[config.mk]
export PLATFORM = sky130hd
export DESIGN_NAME = ys_poly_small_inv3
export DESIGN_NICKNAME = d
export VERILOG_FILES = /design/src/rtl/ys_poly_small_inv3.sv
export SDC_FILE = /design/constraint.sdc
export NUM_CORES = 1
export LEC_CHECK = 0
export BUFFER_PORTS_ARGS = -buffer_cell sky130_fd_sc_hd__buf_2
export CORE_ASPECT_RATIO = 0.9
export CORE_MARGIN = 3
export CORE_UTILIZATION = 57
export CTS_CLUSTER_DIAMETER = 40
export DETAILED_ROUTE_END_ITERATION = 10
export PLACE_DENSITY = 0.77
export SLEW_MARGIN = 20
export SYNTH_ARGS = -nofsm -noshare
export SYNTH_HDL_FRONTEND = slang
export SYNTH_SLANG_ARGS = --single-unit
[constraint.sdc]
create_clock -name clk -period 10.5 [get_ports clk]
set_clock_uncertainty 0.1 [all_clocks]
set_input_delay 2.1 -clock clk [delete_from_list [all_inputs] [get_ports clk]]
set_output_delay 2.1 -clock clk [all_outputs]
set_load 0.005 [all_outputs]
[src/rtl/ys_poly_small_inv3.sv]
// Inverse of the mode-3 small-polynomial transform: recovers g from h with
// g[0] = -h[0]*inv3, g[i] = g[i-1] - h[i]*inv3 (mod 2^DW), 8 lanes per beat.
module ys_poly_small_inv3 #(
    parameter int          DW    = 13,
    parameter int          LANES = 4,
    parameter int          NBEAT = 64,
    parameter logic [12:0] INV3  = 13'd2731
) (
    input  logic                       clk,
    input  logic                       rst_n,
    input  logic                       start,
    input  logic                       in_valid,
    output logic                       in_ready,
    input  logic [DW*LANES-1:0]        din_a,
    input  logic [DW*LANES-1:0]        din_b,
    output logic                       out_valid,
    input  logic                       out_ready,
    output logic [DW*LANES-1:0]        dout_a,
    output logic [DW*LANES-1:0]        dout_b,
    output logic [$clog2(NBEAT)-1:0]   out_idx,
    output logic                       busy,
    output logic                       done
);

    localparam int IW = $clog2(NBEAT);
    localparam int CW = $clog2(NBEAT + 1);
    localparam int NL = 2 * LANES;

    typedef enum logic [1:0] {
        S_IDLE,
        S_RUN,
        S_DONE
    } state_t;

    state_t        state;
    state_t        state_nx;

    logic [CW-1:0] in_cnt;
    logic [CW-1:0] out_cnt;
    logic [CW-1:0] out_cnt_nx;
    logic [DW-1:0] carry;

    logic          s1_valid;
    logic [DW-1:0] s1_q   [NL];
    logic [DW-1:0] h_lane [NL];
    logic [DW-1:0] g_lane [NL];

    logic [DW*LANES-1:0] g_a;
    logic [DW*LANES-1:0] g_b;

    logic stall;
    logic take_in;
    logic take_out;
    logic drained;

    // Handshake: a beat moves on either port only when valid && ready are both
    // high at the clock edge; a stalled output freezes the whole pipeline.
    assign stall    = out_valid && !out_ready;
    assign in_ready = (state == S_RUN) && (in_cnt < CW'(NBEAT)) && !stall;
    assign take_in  = in_valid && in_ready;
    assign take_out = out_valid && out_ready;

    // True when the last outstanding beat leaves this cycle (or already left).
    assign drained  = (in_cnt == CW'(NBEAT)) && !s1_valid && (!out_valid || out_ready);

    // Index the beat entering stage 2 will carry: beats ahead of it have either
    // already left or are leaving in this same cycle.
    assign out_cnt_nx = out_cnt + CW'(take_out);

    assign busy = (state == S_RUN);
    assign done = (state == S_DONE);

    always_comb begin
        for (int j = 0; j < LANES; j++) begin
            h_lane[j]         = din_a[DW*j +: DW];
            h_lane[j + LANES] = din_b[DW*j +: DW];
        end
    end

    // In-beat prefix: each lane subtracts the running sum of q from the carry.
    always_comb begin
        logic [DW-1:0] acc;
        acc = carry;
        for (int j = 0; j < NL; j++) begin
            acc       = acc - s1_q[j];
            g_lane[j] = acc;
        end
    end

    always_comb begin
        g_a = '0;
        g_b = '0;
        for (int j = 0; j < LANES; j++) begin
            g_a[DW*j +: DW] = g_lane[j];
            g_b[DW*j +: DW] = g_lane[j + LANES];
        end
    end

    always_comb begin
        state_nx = state;
        case (state)
            S_IDLE: begin
                if (start) begin
                    state_nx = S_RUN;
                end
            end
            S_RUN: begin
                if (drained) begin
                    state_nx = S_DONE;
                end
            end
            S_DONE: begin
                state_nx = S_IDLE;
            end
            default: begin
                state_nx = S_IDLE;
            end
        endcase
    end

    always_ff @(posedge clk or negedge rst_n) begin
        if (!rst_n) begin
            state <= S_IDLE;
        end else begin
            state <= state_nx;
        end
    end

    always_ff @(posedge clk or negedge rst_n) begin
        if (!rst_n) begin
            in_cnt    <= '0;
            out_cnt   <= '0;
            carry     <= '0;
            s1_valid  <= 1'b0;
            out_valid <= 1'b0;
            out_idx   <= '0;
            dout_a    <= '0;
            dout_b    <= '0;
            for (int j = 0; j < NL; j++) begin
                s1_q[j] <= '0;
            end
        end else if (state == S_IDLE && start) begin
            in_cnt  <= '0;
            out_cnt <= '0;
            carry   <= '0;
        end else begin
            if (take_in) begin
                in_cnt <= in_cnt + CW'(1);
            end
            if (take_out) begin
                out_cnt <= out_cnt + CW'(1);
            end
            if (!stall) begin
                s1_valid  <= take_in;
                out_valid <= s1_valid;
                if (take_in) begin
                    for (int j = 0; j < NL; j++) begin
                        s1_q[j] <= h_lane[j] * INV3;
                    end
                end
                // Bubbles leave carry and the output word untouched.
                if (s1_valid) begin
                    dout_a  <= g_a;
                    dout_b  <= g_b;
                    carry   <= g_lane[NL-1];
                    out_idx <= out_cnt_nx[IW-1:0];
                end
            end
        end
    end

endmodule

Word level (Yosys, flattened, before mapping)
Index checks and enable logic that the tools add are counted.
{"block": "totals", "register_bits": 245, "input_bits": 109, "elab_cells": 77}
{"block": "op_classes", "addsub": 11, "n_mul": 8, "order_cmp": 1, "eq_ne": 6, "n_mux": 10, "n_bitwise": 2, "n_reduce_logical": 22}
{"cell": "multiplier 13 x 12 -> 13 bit, second input constant", "count": 8}
{"cell": "subtractor 13 bit", "count": 8}
{"cell": "2-to-1 mux 13 bit", "count": 3}
{"cell": "2-to-1 mux 7 bit", "count": 4}
{"cell": "adder 7 x 1 -> 7 bit, second input constant", "count": 2}
{"cell": "logical AND 1 bit", "count": 8}
{"cell": "equality test 7 bit, second input constant", "count": 1}
{"cell": "less-than comparator 7 bit, second input constant", "count": 1}
{"cell": "adder 6 x 1 -> 6 bit", "count": 1}
{"cell": "AND reduction 2 bit", "count": 3}
{"cell": "AND reduction 3 bit", "count": 2}
{"cell": "nonzero test 2 bit", "count": 3}
{"cell": "zero test 1 bit", "count": 4}
{"cell": "2-to-1 mux 2 bit", "count": 2}
{"cell": "!= test 2 x 1 -> 1 bit, second input constant", "count": 2}
{"cell": "one-hot mux 2 bit (2 select lines)", "count": 1}
{"cell": "equality test 2 x 1 -> 1 bit, second input constant", "count": 1}
{"cell": "equality test 2 bit, second input constant", "count": 1}
{"cell": "zero test 2 bit", "count": 1}
{"cell": "!= test 2 bit, second input constant", "count": 1}
{"cell": "inverter 1 bit", "count": 2}
{"cell": "logical OR 1 bit", "count": 1}

Depth between registers and ports, before layout
{"block": "depth", "word_depth": 11, "mapped_depth": 45, "ltp_nobuf": 45}

Least setup slack after synthesis
OpenSTA, ideal clock, no wires.
{"block": "synth_path", "kind": "register to register", "from": "reg carry[0]", "to": "reg carry[12]", "setup_time_ps": 64, "t_arrival_ps": 7455, "setup_slack_ps": 2880, "path_stages_with_launch": 41, "period_less_slack_ps": 7620, "cell_sequence": "dfrtp_1 > inv_1 > ha_1 > inv_1 > fa_1 > xor2_1 > ha_1 > o21ai_0 > a21boi_0 > o21ai_0 > a21boi_0 > nor2_1 > ha_1 > a21boi_0 > nor2_1 > ha_1 > a21boi_0 > nor2_1 > [... 5 more ...] > nor2b_1 > xnor2_1 > ha_1 > or2_2 > a21oi_1 > a21oi_1 > xor2_1 > ha_1 > mux2_2 > a211oi_1 > ha_1 > nor2_1 > nor2_1 > o41ai_1 > xor2_1 > xnor3_1 > nor2_1 > a21o_1"}
{"block": "synth_between", "elab_chain_len": 11}
{"element": "start, declared", "line_no": "41", "rtl": "logic [DW-1:0] carry;"}
{"element": "start signal, assigned", "line_no": "165", "rtl": "carry <= g_lane[NL-1];"}
{"element": "subtractor 13 bit", "line_no": "85", "rtl": "acc = acc - s1_q[j];"}
{"element": "named net g_a[2]", "line_no": "48", "rtl": "logic [DW*LANES-1:0] g_a;"}
{"element": "subtractor 13 bit", "line_no": "85"}
{"element": "named net g_a[18]", "line_no": "48"}
{"element": "subtractor 13 bit", "line_no": "85"}
{"element": "named net g_a[31]", "line_no": "48"}
{"element": "subtractor 13 bit", "line_no": "85"}
{"element": "named net g_a[44]", "line_no": "48"}
{"element": "[... 1 more ...]"}
{"element": "named net g_b[9]", "line_no": "49", "rtl": "logic [DW*LANES-1:0] g_b;"}
{"element": "subtractor 13 bit", "line_no": "85"}
{"element": "named net g_b[24]", "line_no": "49"}
{"element": "subtractor 13 bit", "line_no": "85"}
{"element": "named net g_b[37]", "line_no": "49"}
{"element": "subtractor 13 bit", "line_no": "85"}
{"element": "2-to-1 mux 13 bit", "line_no": "162", "rtl": "if (s1_valid) begin"}
{"element": "2-to-1 mux 13 bit", "line_no": "153", "rtl": "if (!stall) begin"}
{"element": "2-to-1 mux 13 bit", "line_no": "142", "rtl": "end else if (state == S_IDLE && start) begin"}
The timed path passes the listed nets, and every way through them passes these cells. The select of a mux whose other input is x is not followed.
A chain may end at the register's enable or synchronous reset.

Worst setup path after layout
{"block": "layout_path", "from": "reg carry[2]", "to": "reg dout_b[51]"}
{"block": "layout_between", "elab_chain_len": 8}
{"element": "subtractor 13 bit", "line_no": "85"}
{"element": "named net g_a[7]", "line_no": "48"}
{"element": "subtractor 13 bit", "line_no": "85"}
{"element": "named net g_a[21]", "line_no": "48"}
{"element": "subtractor 13 bit", "line_no": "85"}
{"element": "named net g_a[35]", "line_no": "48"}
{"element": "subtractor 13 bit", "line_no": "85"}
{"element": "named net g_a[49]", "line_no": "48"}
{"element": "subtractor 13 bit", "line_no": "85"}
{"element": "named net g_b[11]", "line_no": "49"}
{"element": "subtractor 13 bit", "line_no": "85"}
{"element": "named net g_b[24]", "line_no": "49"}
{"element": "subtractor 13 bit", "line_no": "85"}
{"element": "named net g_b[37]", "line_no": "49"}
{"element": "subtractor 13 bit", "line_no": "85"}
{"element": "end signal, assigned", "line_no": "164", "rtl": "dout_b <= g_b;"}
{"element": "end, declared", "line_no": "19", "rtl": "output logic [DW*LANES-1:0] dout_b,"}
The timed path passes the listed nets, and every way through them passes these cells.

==> impl_metrics.json <==
{
  "grt_max_degree": 111,
  "yosys_warnings": 0,
  "slew_headroom_pct": 27.52,
  "wirelength_um": 58800,
  "cp-start-kind": "register",
  "use_met3_pct": 4.998,
  "cts_tree": "done",
  "status": "complete, no violations",
  "path_max_fanout": 5,
  "rsz0062_at_grt": "no",
  "grt_usage_pct": 26.05,
  "crit_start": "carry[2]$_DFFE_PN0P_",
  "finalSetupViolations": 0,
  "htree_levels": 1,
  "synth_fp_nets": 3508,
  "core_region_area_mm2": 0.04306,
  "ys_seq_area_share_pct": 24.51,
  "synthXorXnorAreaFrac_pct": 8.640,
  "cts.sinks": 244,
  "arrival_ns": 9.46,
  "rr_worst_depth": 38,
  "ctsResizeCount": 0,
  "cp_common_cell": "ha_1",
  "initial_core_util_pct": 57.84,
  "synth_fa_ha_area_share_pct": 37.46,
  "antenna_found_initial": 0,
  "endpoint_kind": "register",
  "synth-seq-cells": 244,
  "ys_types": 52,
  "r2r-start": "carry[2]$_DFFE_PN0P_",
  "yosys.area.top_type": "dfrtp_1",
  "r2r_setup_slack_ns": 1.47,
  "ant_nets": 0,
  "rr_endpoint": "dout_b[51]$_DFFE_PN0P_",
  "dominantRegCellSynth": "dfrtp_1",
  "hold_buffers": 0,
  "routabilityCongestion": 0.9640,
  "synthArstFlopShare_pct": 100.0,
  "drive_above_1_share_pct": 10.61,
  "synthCells": 2754,
  "die_y_um": 204.3,
  "dieArea_mm2": 0.04624,
  "endpoint": "dout_b[51]$_DFFE_PN0P_",
  "hold_path_class": "reg2reg",
  "grt-ovfl-total": 0,
  "syn_avg_cell_area_um2": 9.044,
  "root_buffer": "clkbuf_16",
  "max_freq_mhz": 110.8,
  "tns_ns": 0,
  "worstMarginPinSlew_ns": 1.087,
  "grt_pass1_vias": 19680,
  "finalCritPeriodShare_pct": 85.99,
  "slew_viol_final": 0,
  "dp_hpwl_um": 48740,
  "grt_util_met2_pct": 43.27,
  "grt_first_pass_wirelength_um": 97210,
  "netlist_area_mm2": 0.02491,
  "num_rows": 72,
  "slowest_stage": "dfrtp_1",
  "max-cap-violations": 0,
  "dr_total_vias": 18860,
  "clockBufferDepth": 3,
  "viasPerCell": 5.323,
  "clock_latency_ns": 0.59,
  "port_buffers": 222,
  "fin_nets": 3718,
  "synth_simple_gate_area_share_pct": 10.05,
  "met1_usage_pct": 34.29,
  "hold_viol": 0,
  "critPathMaxStageDelay_ns": 0.39,
  "finalCriticalPeriod_ns": 9.029,
  "fillers": 3570,
  "avgRoutedWirePerCell_um": 16.59,
  "syn_to_final_growth_pct": 11.35,
  "dr.first_iter.drc_count": 968,
  "remaining_drc_errors": 0,
  "synthMuxAreaShare_pct": 0.8439,
  "clk_pin_slew_ns": 0.06,
  "crit_required_ns": 10.93,
  "cts_setup_buffers": 0,
  "top_usage_layer": "met2",
  "io_pins": 223,
  "synth_top_family_by_area": "adder cells",
  "diodes": 0,
  "synth_edf_count": 0,
  "drt_pass1_iterations": 5,
  "critPathKind": "reg2reg",
  "synth_top_area_share_pct": 24.51,
  "synth_area_leaders": "dfrtp_1 (25%), ha_1 (24%), fa_1 (14%)",
  "cts_inserted_buffers": 31,
  "die_w_um": 226.3,
  "synth_compound_area_share_pct": 9.158
}
layout by cell type, fill, tap and decap left out, types with 6 or more instances in the layout:
cell and n:
a21boi_0 23, inv_1 568, nor3_1 25, ha_1 477, clkbuf_16 31, fa_1 168
xnor2_1 174, buf_2 221, o21ai_0 185, a21oi_1 67, a21o_1 50, nor2b_1 30
nand2b_1 11, o21bai_1 19, o21a_1 10, dfrtp_1 244, nand3_1 6, a211oi_1 6
nand2_1 391, mux2_2 16, nor2_1 106, or3_1 9, xor2_1 60
worst max-delay path: cells and delay by family (launching register included):
| family | cells | cell delay [ns] |
|---|---|---|
| AOI/OAI and AO/OA | 15 | 2.86 |
| xor gates and xnor gates | 7 | 1.44 |
| DFF | 1 | 0.39 |
| adders and majority gates | 8 | 2.66 |
| and+or+nand+nor | 7 | 1.17 |
| muxes | 1 | 0.35 |
sequential cells by signal (all words and copies together) (netlist names), 2 cells and up:
signal   count
dout_b      52
state        2
out_idx      6
dout_a      52
s1_q       104
out_cnt      6
carry       13
in_cnt       7
Yosys cell counts (25+ instances only):
cell	number
o21ai_0	185
xor2_1	60
clkbuf_1	43
nand2_1	392
xnor2_1	174
nor2_1	107
a21oi_1	68
a21o_1	50
dfrtp_1	244
fa_1	168
nor3_1	25
nor2b_1	30
ha_1	477
inv_1	568
through the flow:
| step | hold WS, ns | instance area, um^2 | utilization [%] | setup slack, ns | instances |
|---|---|---|---|---|---|
| 6_report | 0.3727 | 27730 | 64.41 | 1.471 | 3544 |
| 5_1_grt | 0.3908 | 27730 | 64.41 | 0.7490 | 3544 |
| 4_1_cts | 0.3781 | 27700 | 64.33 | 1.677 | 3543 |
| 2_1_floorplan | 0.3497 | 24910 | - | 2.880 | 2754 |
| 3_5_place_dp | 0.3590 | 26600 | 61.77 | 1.751 | 3485 |
| 3_3_place_gp | 0.3575 | 26600 | 61.77 | 2.154 | 3485 |
cell type report:
type / instances / area, um^2 / share of cell area, %
clock buffers: 36 / 814.5 / 2.937
clock inverters: 22 / 290.3 / 1.047
inverters: 568 / 2132 / 7.687
multi-input cells: 1891 / 16510 / 59.53
flip-flops and latches: 244 / 6106 / 22.02
well taps: 555 / 694.4 / 2.504
repair buffers: 228 / 1186 / 4.277
how the worst min path moves through the flow:
stage,startpoint,to,slack (ns),cells after the start
after global routing,dout_b[16]$_DFFE_PN0P_,dout_b[16]$_DFFE_PN0P_,0.39,2
after detailed placement,dout_a[36]$_DFFE_PN0P_,dout_a[36]$_DFFE_PN0P_,0.36,2
final,out_idx[3]$_DFFE_PN0P_,out_idx[3]$_DFFE_PN0P_,0.37,2
after global placement,dout_a[31]$_DFFE_PN0P_,dout_a[31]$_DFFE_PN0P_,0.36,2
after CTS,dout_b[3]$_DFFE_PN0P_,dout_b[3]$_DFFE_PN0P_,0.38,2
after floorplan,s1_q[91]$_DFFE_PN0P_,s1_q[91]$_DFFE_PN0P_,0.35,2
routing by layer:
layer	up-vias	part of all wire, %
li1	9158	-
met1	9089	44
met4	0	3.8
met5	-	0
met2	487	46
met3	130	6.0
kinds of logic after synthesis:
group / after synthesis
muxes: 19
buffers and inverters: 619
adders and majority gates: 645
xor gates and xnor gates: 239
and+or+nand+nor: 604
AOI/OAI and AO/OA: 384
DFF: 244
Power is not shown: default switching activity piles up to over one toggle a cycle in this logic, so the estimate is an artifact.
